**config.mk**
```make
export PLATFORM = sky130hd
export DESIGN_NAME = id_scoreboard_flat
export DESIGN_NICKNAME = d
export VERILOG_FILES = /design/src/rtl/id_scoreboard_pkg.sv /design/src/rtl/id_scoreboard_if.sv /design/src/rtl/id_byp_mux.sv /design/src/rtl/id_scoreboard.sv /design/src/flat_wrapper.sv
export SDC_FILE = /design/constraint.sdc
export NUM_CORES = 1
export LEC_CHECK = 0
export CAP_MARGIN = 20
export CORE_MARGIN = 2
export CORE_UTILIZATION = 30
export DETAILED_ROUTE_END_ITERATION = 16
export HOLD_SLACK_MARGIN = 0.15
export PLACE_DENSITY = 0.68
export SLEW_MARGIN = 5
export SYNTH_ARGS = -nofsm -noshare
export SYNTH_HDL_FRONTEND = slang
export SYNTH_HIERARCHICAL = 1
export SYNTH_SLANG_ARGS = --single-unit
```
**constraint.sdc**
```tcl
create_clock -name clk -period 5.6 [get_ports clk]
set_clock_uncertainty 0.1 [all_clocks]
set_input_delay 0.84 -clock clk [delete_from_list [all_inputs] [get_ports clk]]
set_output_delay 0.84 -clock clk [all_outputs]
set_load 0.01 [all_outputs]
```
**src/rtl/id_scoreboard_pkg.sv**
```systemverilog
// Shared widths and constants for the ID-stage operand scoreboard slice.
package id_scoreboard_pkg;
    localparam int REG_BUS_W  = 32;
    localparam int REG_ADDR_W = 5;

    localparam logic [REG_ADDR_W-1:0] NOP_REG_ADDR = '0;
    localparam logic [REG_BUS_W-1:0]  ZERO_WORD    = '0;
    localparam logic                  ONE          = 1'b1;
    localparam logic                  ZERO         = 1'b0;
endpackage

```
**src/rtl/id_scoreboard_if.sv**
```systemverilog
// Handshake bundle between ID decode and the operand scoreboard.
// master = ID/pipeline side, slave = scoreboard.
interface id_scoreboard_if
    import id_scoreboard_pkg::*;
#(
    parameter int DATA_W  = REG_BUS_W,
    parameter int RADDR_W = REG_ADDR_W,
    parameter int NUM_SRC = 2,
    parameter int NUM_BYP = 2
);
    logic [NUM_SRC-1:0]         src_rd;
    logic [NUM_SRC*RADDR_W-1:0] src_addr;
    logic [NUM_SRC*DATA_W-1:0]  src_rf_data;
    logic [NUM_SRC*DATA_W-1:0]  src_imm;
    logic [NUM_SRC*DATA_W-1:0]  src_data;

    logic                       iss_valid;
    logic                       iss_wreg;
    logic [RADDR_W-1:0]         iss_wd;
    logic                       iss_long;
    logic                       iss_fire;
    logic                       stall;

    logic [NUM_BYP-1:0]         byp_valid;
    logic [NUM_BYP*RADDR_W-1:0] byp_addr;
    logic [NUM_BYP*DATA_W-1:0]  byp_data;

    logic                       cmp_valid;
    logic [RADDR_W-1:0]         cmp_addr;
    logic                       kill_valid;
    logic [RADDR_W-1:0]         kill_addr;
    logic                       sb_err;

    modport master (
        output src_rd, src_addr, src_rf_data, src_imm,
        output iss_valid, iss_wreg, iss_wd, iss_long,
        output byp_valid, byp_addr, byp_data,
        output cmp_valid, cmp_addr, kill_valid, kill_addr,
        input  src_data, iss_fire, stall, sb_err
    );

    modport slave (
        input  src_rd, src_addr, src_rf_data, src_imm,
        input  iss_valid, iss_wreg, iss_wd, iss_long,
        input  byp_valid, byp_addr, byp_data,
        input  cmp_valid, cmp_addr, kill_valid, kill_addr,
        output src_data, iss_fire, stall, sb_err
    );
endinterface

```
**src/rtl/id_byp_mux.sv**
```systemverilog
// One operand resolver: immediate, hard-wired zero register, priority bypass
// (port 0 = youngest wins), otherwise regfile data.
module id_byp_mux
    import id_scoreboard_pkg::*;
#(
    parameter int DATA_W  = REG_BUS_W,
    parameter int RADDR_W = REG_ADDR_W,
    parameter int NUM_BYP = 2
) (
    input  logic                       i_rd,
    input  logic [RADDR_W-1:0]         i_addr,
    input  logic [DATA_W-1:0]          i_rf_data,
    input  logic [DATA_W-1:0]          i_imm,
    input  logic [NUM_BYP-1:0]         i_byp_valid,
    input  logic [NUM_BYP*RADDR_W-1:0] i_byp_addr,
    input  logic [NUM_BYP*DATA_W-1:0]  i_byp_data,
    output logic [DATA_W-1:0]          o_data
);
    logic              w_hit;
    logic [DATA_W-1:0] w_byp;

    always_comb begin
        w_hit = 1'b0;
        w_byp = i_rf_data;
        for (int unsigned j = 0; j < NUM_BYP; j++) begin
            if (!w_hit && i_byp_valid[j] && i_byp_addr[j*RADDR_W +: RADDR_W] == i_addr) begin
                w_hit = 1'b1;
                w_byp = i_byp_data[j*DATA_W +: DATA_W];
            end
        end
    end

    always_comb begin
        if (!i_rd)
            o_data = i_imm;
        else if (i_addr == RADDR_W'(NOP_REG_ADDR))
            o_data = DATA_W'(ZERO_WORD);
        else
            o_data = w_byp;
    end
endmodule

```
**src/rtl/id_scoreboard.sv**
```systemverilog
// ID-stage operand hazard unit: per-register pending-writer counters, stall/err logic,
// and one id_byp_mux per source operand. Define ID_SB_STATS_EN to add the stall_cnt port.
module id_scoreboard
    import id_scoreboard_pkg::*;
#(
    parameter int DATA_W  = REG_BUS_W,
    parameter int RADDR_W = REG_ADDR_W,
    parameter int NUM_SRC = 2,
    parameter int NUM_BYP = 2,
    parameter int CNT_W   = 2
) (
    input  logic              clk,
    input  logic              rst,
    id_scoreboard_if.slave    bus
`ifdef ID_SB_STATS_EN
    ,
    output logic [31:0]       stall_cnt
`endif
);
    localparam int NUM_REGS = 1 << RADDR_W;
    localparam logic [CNT_W-1:0] CNT_MAX = '1;

    logic [CNT_W-1:0]   r_cnt [NUM_REGS];
    logic               r_sb_err;
    logic [RADDR_W-1:0] w_src_addr [NUM_SRC];
    logic [NUM_REGS-1:0] w_err_set;
    logic               w_hazard;
    logic               w_waw_full;
    logic               w_stall;
    logic               w_fire;

    for (genvar s = 0; s < NUM_SRC; s++) begin : g_src
        assign w_src_addr[s] = bus.src_addr[s*RADDR_W +: RADDR_W];

        id_byp_mux #(
            .DATA_W  (DATA_W),
            .RADDR_W (RADDR_W),
            .NUM_BYP (NUM_BYP)
        ) u_mux (
            .i_rd        (bus.src_rd[s]),
            .i_addr      (w_src_addr[s]),
            .i_rf_data   (bus.src_rf_data[s*DATA_W +: DATA_W]),
            .i_imm       (bus.src_imm[s*DATA_W +: DATA_W]),
            .i_byp_valid (bus.byp_valid),
            .i_byp_addr  (bus.byp_addr),
            .i_byp_data  (bus.byp_data),
            .o_data      (bus.src_data[s*DATA_W +: DATA_W])
        );
    end

    // A completion this cycle releases the hazard; its data arrives via a bypass port.
    always_comb begin
        w_hazard = 1'b0;
        for (int unsigned i = 0; i < NUM_SRC; i++) begin
            if (bus.src_rd[i] && w_src_addr[i] != RADDR_W'(NOP_REG_ADDR) &&
                r_cnt[w_src_addr[i]] != '0 &&
                !(bus.cmp_valid && bus.cmp_addr == w_src_addr[i]))
                w_hazard = 1'b1;
        end
    end

    assign w_waw_full = bus.iss_wreg && bus.iss_long && r_cnt[bus.iss_wd] == CNT_MAX;
    assign w_stall    = bus.iss_valid && (w_hazard || w_waw_full);
    assign w_fire     = bus.iss_valid && !w_stall;

    assign bus.stall    = w_stall;
    assign bus.iss_fire = w_fire;
    assign bus.sb_err   = r_sb_err;

    // Net change per register; two extra bits keep cnt+inc-dec from wrapping.
    for (genvar g = 0; g < NUM_REGS; g++) begin : g_reg
        logic             w_inc;
        logic [CNT_W+1:0] w_sum;
        logic [CNT_W+1:0] w_dec;

        assign w_inc = w_fire && bus.iss_wreg && bus.iss_long &&
                       bus.iss_wd == RADDR_W'(g) && (g != 0);
        assign w_sum = (CNT_W+2)'(r_cnt[g]) + (CNT_W+2)'(w_inc);
        assign w_dec = (CNT_W+2)'(bus.cmp_valid && bus.cmp_addr == RADDR_W'(g)) +
                       (CNT_W+2)'(bus.kill_valid && bus.kill_addr == RADDR_W'(g));
        assign w_err_set[g] = w_dec > w_sum;

        always_ff @(posedge clk) begin
            if (rst || g == 0 || w_err_set[g])
                r_cnt[g] <= '0;
            else
                r_cnt[g] <= CNT_W'(w_sum - w_dec);
        end
    end

    always_ff @(posedge clk) begin
        if (rst)
            r_sb_err <= ZERO;
        else if (|w_err_set)
            r_sb_err <= ONE;
    end

`ifdef ID_SB_STATS_EN
    logic [31:0] r_stall_cnt;

    always_ff @(posedge clk) begin
        if (rst)
            r_stall_cnt <= '0;
        else if (w_stall && r_stall_cnt != '1)
            r_stall_cnt <= r_stall_cnt + 32'd1;
    end

    assign stall_cnt = r_stall_cnt;
`endif
endmodule
```
**src/flat_wrapper.sv**
```systemverilog
// flat-port wrapper written by rule: the top's interface ports become plain ports
module id_scoreboard_flat import id_scoreboard_pkg::*;
#(
    parameter int DATA_W  = REG_BUS_W,
    parameter int RADDR_W = REG_ADDR_W,
    parameter int NUM_SRC = 2,
    parameter int NUM_BYP = 2,
    parameter int CNT_W   = 2
)
  (clk, rst, bus_src_rd, bus_src_addr, bus_src_rf_data, bus_src_imm, bus_iss_valid, bus_iss_wreg, bus_iss_wd, bus_iss_long, bus_byp_valid, bus_byp_addr, bus_byp_data, bus_cmp_valid, bus_cmp_addr, bus_kill_valid, bus_kill_addr, bus_src_data, bus_iss_fire, bus_stall, bus_sb_err);
  id_scoreboard_if #(.DATA_W(DATA_W), .RADDR_W(RADDR_W), .NUM_SRC(NUM_SRC), .NUM_BYP(NUM_BYP)) bus_i ();
  input  logic clk;
  input  logic rst;
  input wire logic [$bits(bus_i.src_rd)-1:0] bus_src_rd;
  input wire logic [$bits(bus_i.src_addr)-1:0] bus_src_addr;
  input wire logic [$bits(bus_i.src_rf_data)-1:0] bus_src_rf_data;
  input wire logic [$bits(bus_i.src_imm)-1:0] bus_src_imm;
  input wire logic [$bits(bus_i.iss_valid)-1:0] bus_iss_valid;
  input wire logic [$bits(bus_i.iss_wreg)-1:0] bus_iss_wreg;
  input wire logic [$bits(bus_i.iss_wd)-1:0] bus_iss_wd;
  input wire logic [$bits(bus_i.iss_long)-1:0] bus_iss_long;
  input wire logic [$bits(bus_i.byp_valid)-1:0] bus_byp_valid;
  input wire logic [$bits(bus_i.byp_addr)-1:0] bus_byp_addr;
  input wire logic [$bits(bus_i.byp_data)-1:0] bus_byp_data;
  input wire logic [$bits(bus_i.cmp_valid)-1:0] bus_cmp_valid;
  input wire logic [$bits(bus_i.cmp_addr)-1:0] bus_cmp_addr;
  input wire logic [$bits(bus_i.kill_valid)-1:0] bus_kill_valid;
  input wire logic [$bits(bus_i.kill_addr)-1:0] bus_kill_addr;
  output wire logic [$bits(bus_i.src_data)-1:0] bus_src_data;
  output wire logic [$bits(bus_i.iss_fire)-1:0] bus_iss_fire;
  output wire logic [$bits(bus_i.stall)-1:0] bus_stall;
  output wire logic [$bits(bus_i.sb_err)-1:0] bus_sb_err;
  assign bus_i.src_rd = bus_src_rd;
  assign bus_i.src_addr = bus_src_addr;
  assign bus_i.src_rf_data = bus_src_rf_data;
  assign bus_i.src_imm = bus_src_imm;
  assign bus_i.iss_valid = bus_iss_valid;
  assign bus_i.iss_wreg = bus_iss_wreg;
  assign bus_i.iss_wd = bus_iss_wd;
  assign bus_i.iss_long = bus_iss_long;
  assign bus_i.byp_valid = bus_byp_valid;
  assign bus_i.byp_addr = bus_byp_addr;
  assign bus_i.byp_data = bus_byp_data;
  assign bus_i.cmp_valid = bus_cmp_valid;
  assign bus_i.cmp_addr = bus_cmp_addr;
  assign bus_i.kill_valid = bus_kill_valid;
  assign bus_i.kill_addr = bus_kill_addr;
  assign bus_src_data = bus_i.src_data;
  assign bus_iss_fire = bus_i.iss_fire;
  assign bus_stall = bus_i.stall;
  assign bus_sb_err = bus_i.sb_err;
  id_scoreboard #(.DATA_W(DATA_W), .RADDR_W(RADDR_W), .NUM_SRC(NUM_SRC), .NUM_BYP(NUM_BYP), .CNT_W(CNT_W)) u_core (.clk(clk), .rst(rst), .bus(bus_i));
endmodule
```
==> metrics.cfg, run 1 <==
[outcome]
status=finished, final reports clean

[routing]
antenna_left=0
post-route-drc-count=0
avgRoutedWirePerCell_um=23.64
wl_mm=45.59
viasPerCell=5.727
drt_iter0_drc=1009
dr.pass1.iters=7
routed-via-count=11050

[clock_network]
clk_pin_slew_ns=0.06
clk_latency_ns=0.35
cts_tree=done
post_cts_buffers=0
cts_htree_levels=3
post_cts_resized=0
root_buffer=clkbuf_16
clock-sinks=63
hold_buffers=0
numCtsBuffers=9
cts.path.max_buffers=2

[min_path]
hold_path_end=u_core/bus.sb_err$_SDFFE_PP0P_
hold_path.class=register to register
worstHoldPathCells=2
min-delay-start=u_core/bus.sb_err$_SDFFE_PP0P_

[critical_path]
cp_num_buf_inv=4
start_kind=input port
path_cells=clkdlybuf4s50_1 > buf_4 > nor4bb_1 > a2111oi_0 > nor4_1 > a311oi_1 > and4b_1 > buf_12 > nor4_1 > ha_1 > ha_1 > inv_1 > ha_1 > nor2b_1 > o21ai_0 > o2111ai_1 > nor4_1 > a31oi_1
worstPathRequired_ns=5.72
reg2reg_setup_slack_ns=1.18
rr_endpoint=u_core/bus.sb_err$_SDFFE_PP0P_
slowest_delay_ns=0.55
crit_type=input port to register
critical-path-top-delay-family=compound AO/OA/AOI/OAI gates
critPathMaxFanout=33
r2r.worst_path.cells=16
cp-end-kind=register
crit_slowest_cell=a2111oi_0
cp_data_arrival_time_ns=5.31
r2r-start=u_core/r_cnt[2][0]$_SDFF_PP0_

[sta]
hold_viol=0
max_slew_margin_pct=44.60
worst_slew_pin_slew_ns=0.8284
setup_viol=0
finalSetupTns_ns=0
report.final.slew_viol_count=0
setup_slack_ns=0.4116
fin_crit_sh_pct=92.65
grt_setup_unrepaired=no
fin_crit_ns=5.188
max_freq_mhz=192.7
holdWs_ns=0.6071

[place]
place_congestion=1.010
hpwl_mm=36.85
io_buffers=304
dpl.cell_count=1903
pre_cts_slack_ns=0.1166

[yosys]
synth_area_per_cell_um2=7.960
synth_seq_cells=63
ys_warn_count=6
syn_nets=1634
synth_cell_types=63
syn_area_um2=9632
async_flop_share_pct=0
yosysSeqAreaShare_pct=13.09
syn_inst=1210
ys.flop_type=dfxtp_1
synth_edf_count=0

[flow_run]
cap_viol_max_count=0

[layout]
most-common-layout-cells=clkdlybuf4s50_1 (304), ha_1 (186), nor2_1 (162), inv_1 (100), mux2i_1 (66)
final_common_cell=clkdlybuf4s50_1
layout.cells.non_filler=1929
fill_cells=3124
nets=1936
area_growth_pct=41.91
final_util_pct=43.31
drive_gt1_share_pct=7.850

[power_and_ir_drop]
sw_frac_of_total_pct=34.24
clock_power_share_pct=30.7
switchingPower_mw=0.6181
pwr-share-seq_pct=26.6
powerDensity_nw_per_um2=132.1
power.leakage_nw=5.315
comb_power_share_pct=42.7
peakVddDrop_mv=0.1399
p_int_mw=1.187

[grt]
grt_usage_pct=26.06
grt_pass1_wl_mm=65.57
grt_max_degree=34
antenna_found_initial=15
grt_overflow=0
grt_pass1_vias=10560

[floorplan]
pin_count=305
initial_core_util_pct=30.52
die_w_um=183.2
core_region_area_um2=31560
chipHeight_um=183.2
dieArea_um2=33550
placementRows=65

-- cell usage after synthesis, drive strengths merged, types with 2 or more instances --
cell,number,share of area (%)
mux4,15,3.6
o2111ai,4,0.36
and3,2,0.13
a31oi,3,0.19
dfxtp,63,13
xnor2,18,1.6
xor2,43,3.9
nor3b,2,0.16
nand2b,39,2.7
a211o,2,0.19
a2111oi,6,0.74
buf,40,2.7
nand4,42,2.7
nand2,22,0.86
clkbuf,34,1.4
a32oi,65,5.9
a21oi,42,2.2
o21ai,107,5.6
or2,3,0.19
nor4,37,3.2
nor2,164,6.4
mux2i,66,6.9
a22o,2,0.18
ha,186,24
nand3,15,0.78
a211oi,7,0.60
nor3,21,1.1
inv,101,3.9
nor2b,39,2.6
o2111a,2,0.26
-- tightest hold or removal path: cells and delay by family (launching register included) --
kind	cells	cell delay, ns
AO/OA/AOI/OAI	1	0.13
flip-flops	1	0.43
AND/OR/NAND/NOR	1	0.11
-- worst max-delay path by stage --
stage	startpoint	to	slack [ns]	cells after the start
2_1_floorplan	bus_iss_wd[1]	u_core/bus.sb_err$_SDFFE_PP0P_	1.31	17
3_3_place_gp	bus_src_addr[6]	u_core/bus.sb_err$_SDFFE_PP0P_	0.21	18
3_5_place_dp	bus_src_addr[6]	u_core/bus.sb_err$_SDFFE_PP0P_	0.12	18
4_1_cts	bus_src_addr[6]	u_core/bus.sb_err$_SDFFE_PP0P_	0.49	18
5_1_grt	bus_src_addr[6]	u_core/bus.sb_err$_SDFFE_PP0P_	0.22	18
6_report	bus_src_addr[6]	u_core/bus.sb_err$_SDFFE_PP0P_	0.41	18
-- registers in the layout, summed over array words and instances (netlist names) --
signal and cells:
u_core/bus.sb_err 1, u_core/r_cnt 62
-- metal layers --
| metal | track usage (%) | routed length [um] | vias to the layer above |
|---|---|---|---|
| li1 | - | - | 5019 |
| met1 | 30.67 | 17120 | 5223 |
| met2 | 41.45 | 20810 | 651 |
| met3 | 8.280 | 5168 | 144 |
| met4 | 15.68 | 2427 | 10 |
| met5 | 0 | 66 | - |
-- cell families after synthesis --
kind of cell	Yosys count	synth area share [%]
and+or+nand+nor	393	21.43
buffers and inverters	175	8.041
DFF	63	13.09
muxes	81	10.44
AOI/OAI and AO/OA	251	17.28
adders and majority gates	186	24.16
xor gates and xnor gates	61	5.547
-- final cells by class --
cell class	count	area, um2	area share (%)
timing repair buffer	365	3588	26.25
sequential	63	1261	9.227
multi-input combinational	972	7629	55.81
clock inverter	4	47.55	0.3479
clock buffer	11	232.7	1.703
inverter	101	379.1	2.774
tap	402	503.0	3.680
antenna	11	27.53	0.2014
-- per-stage QoR --
stage          cell area, um2  total power, mW
4_1_cts                 13640            1.801
6_report                13670            1.805
3_3_place_gp            13360            1.233
2_1_floorplan            9632           0.8137
5_1_grt                 13670            1.877
3_5_place_dp            13360            1.241
-- power by group through the flow --
stage	clock network (mW)	registers [mW]	logic [mW]
after floorplan	0	0.480	0.333
after global placement	0	0.488	0.744
after detailed placement	0	0.488	0.752
after CTS	0.567	0.479	0.756
after global routing	0.583	0.480	0.813
final	0.554	0.480	0.771
Power figures use the tool's default switching activity.
==> inputs of run 2 (changes only) <==
- HOLD_SLACK_MARGIN: 0.15 -> 0.03
==> results of run 2 <==
The final DEF is identical to that of run 1; final timing and power are the same.
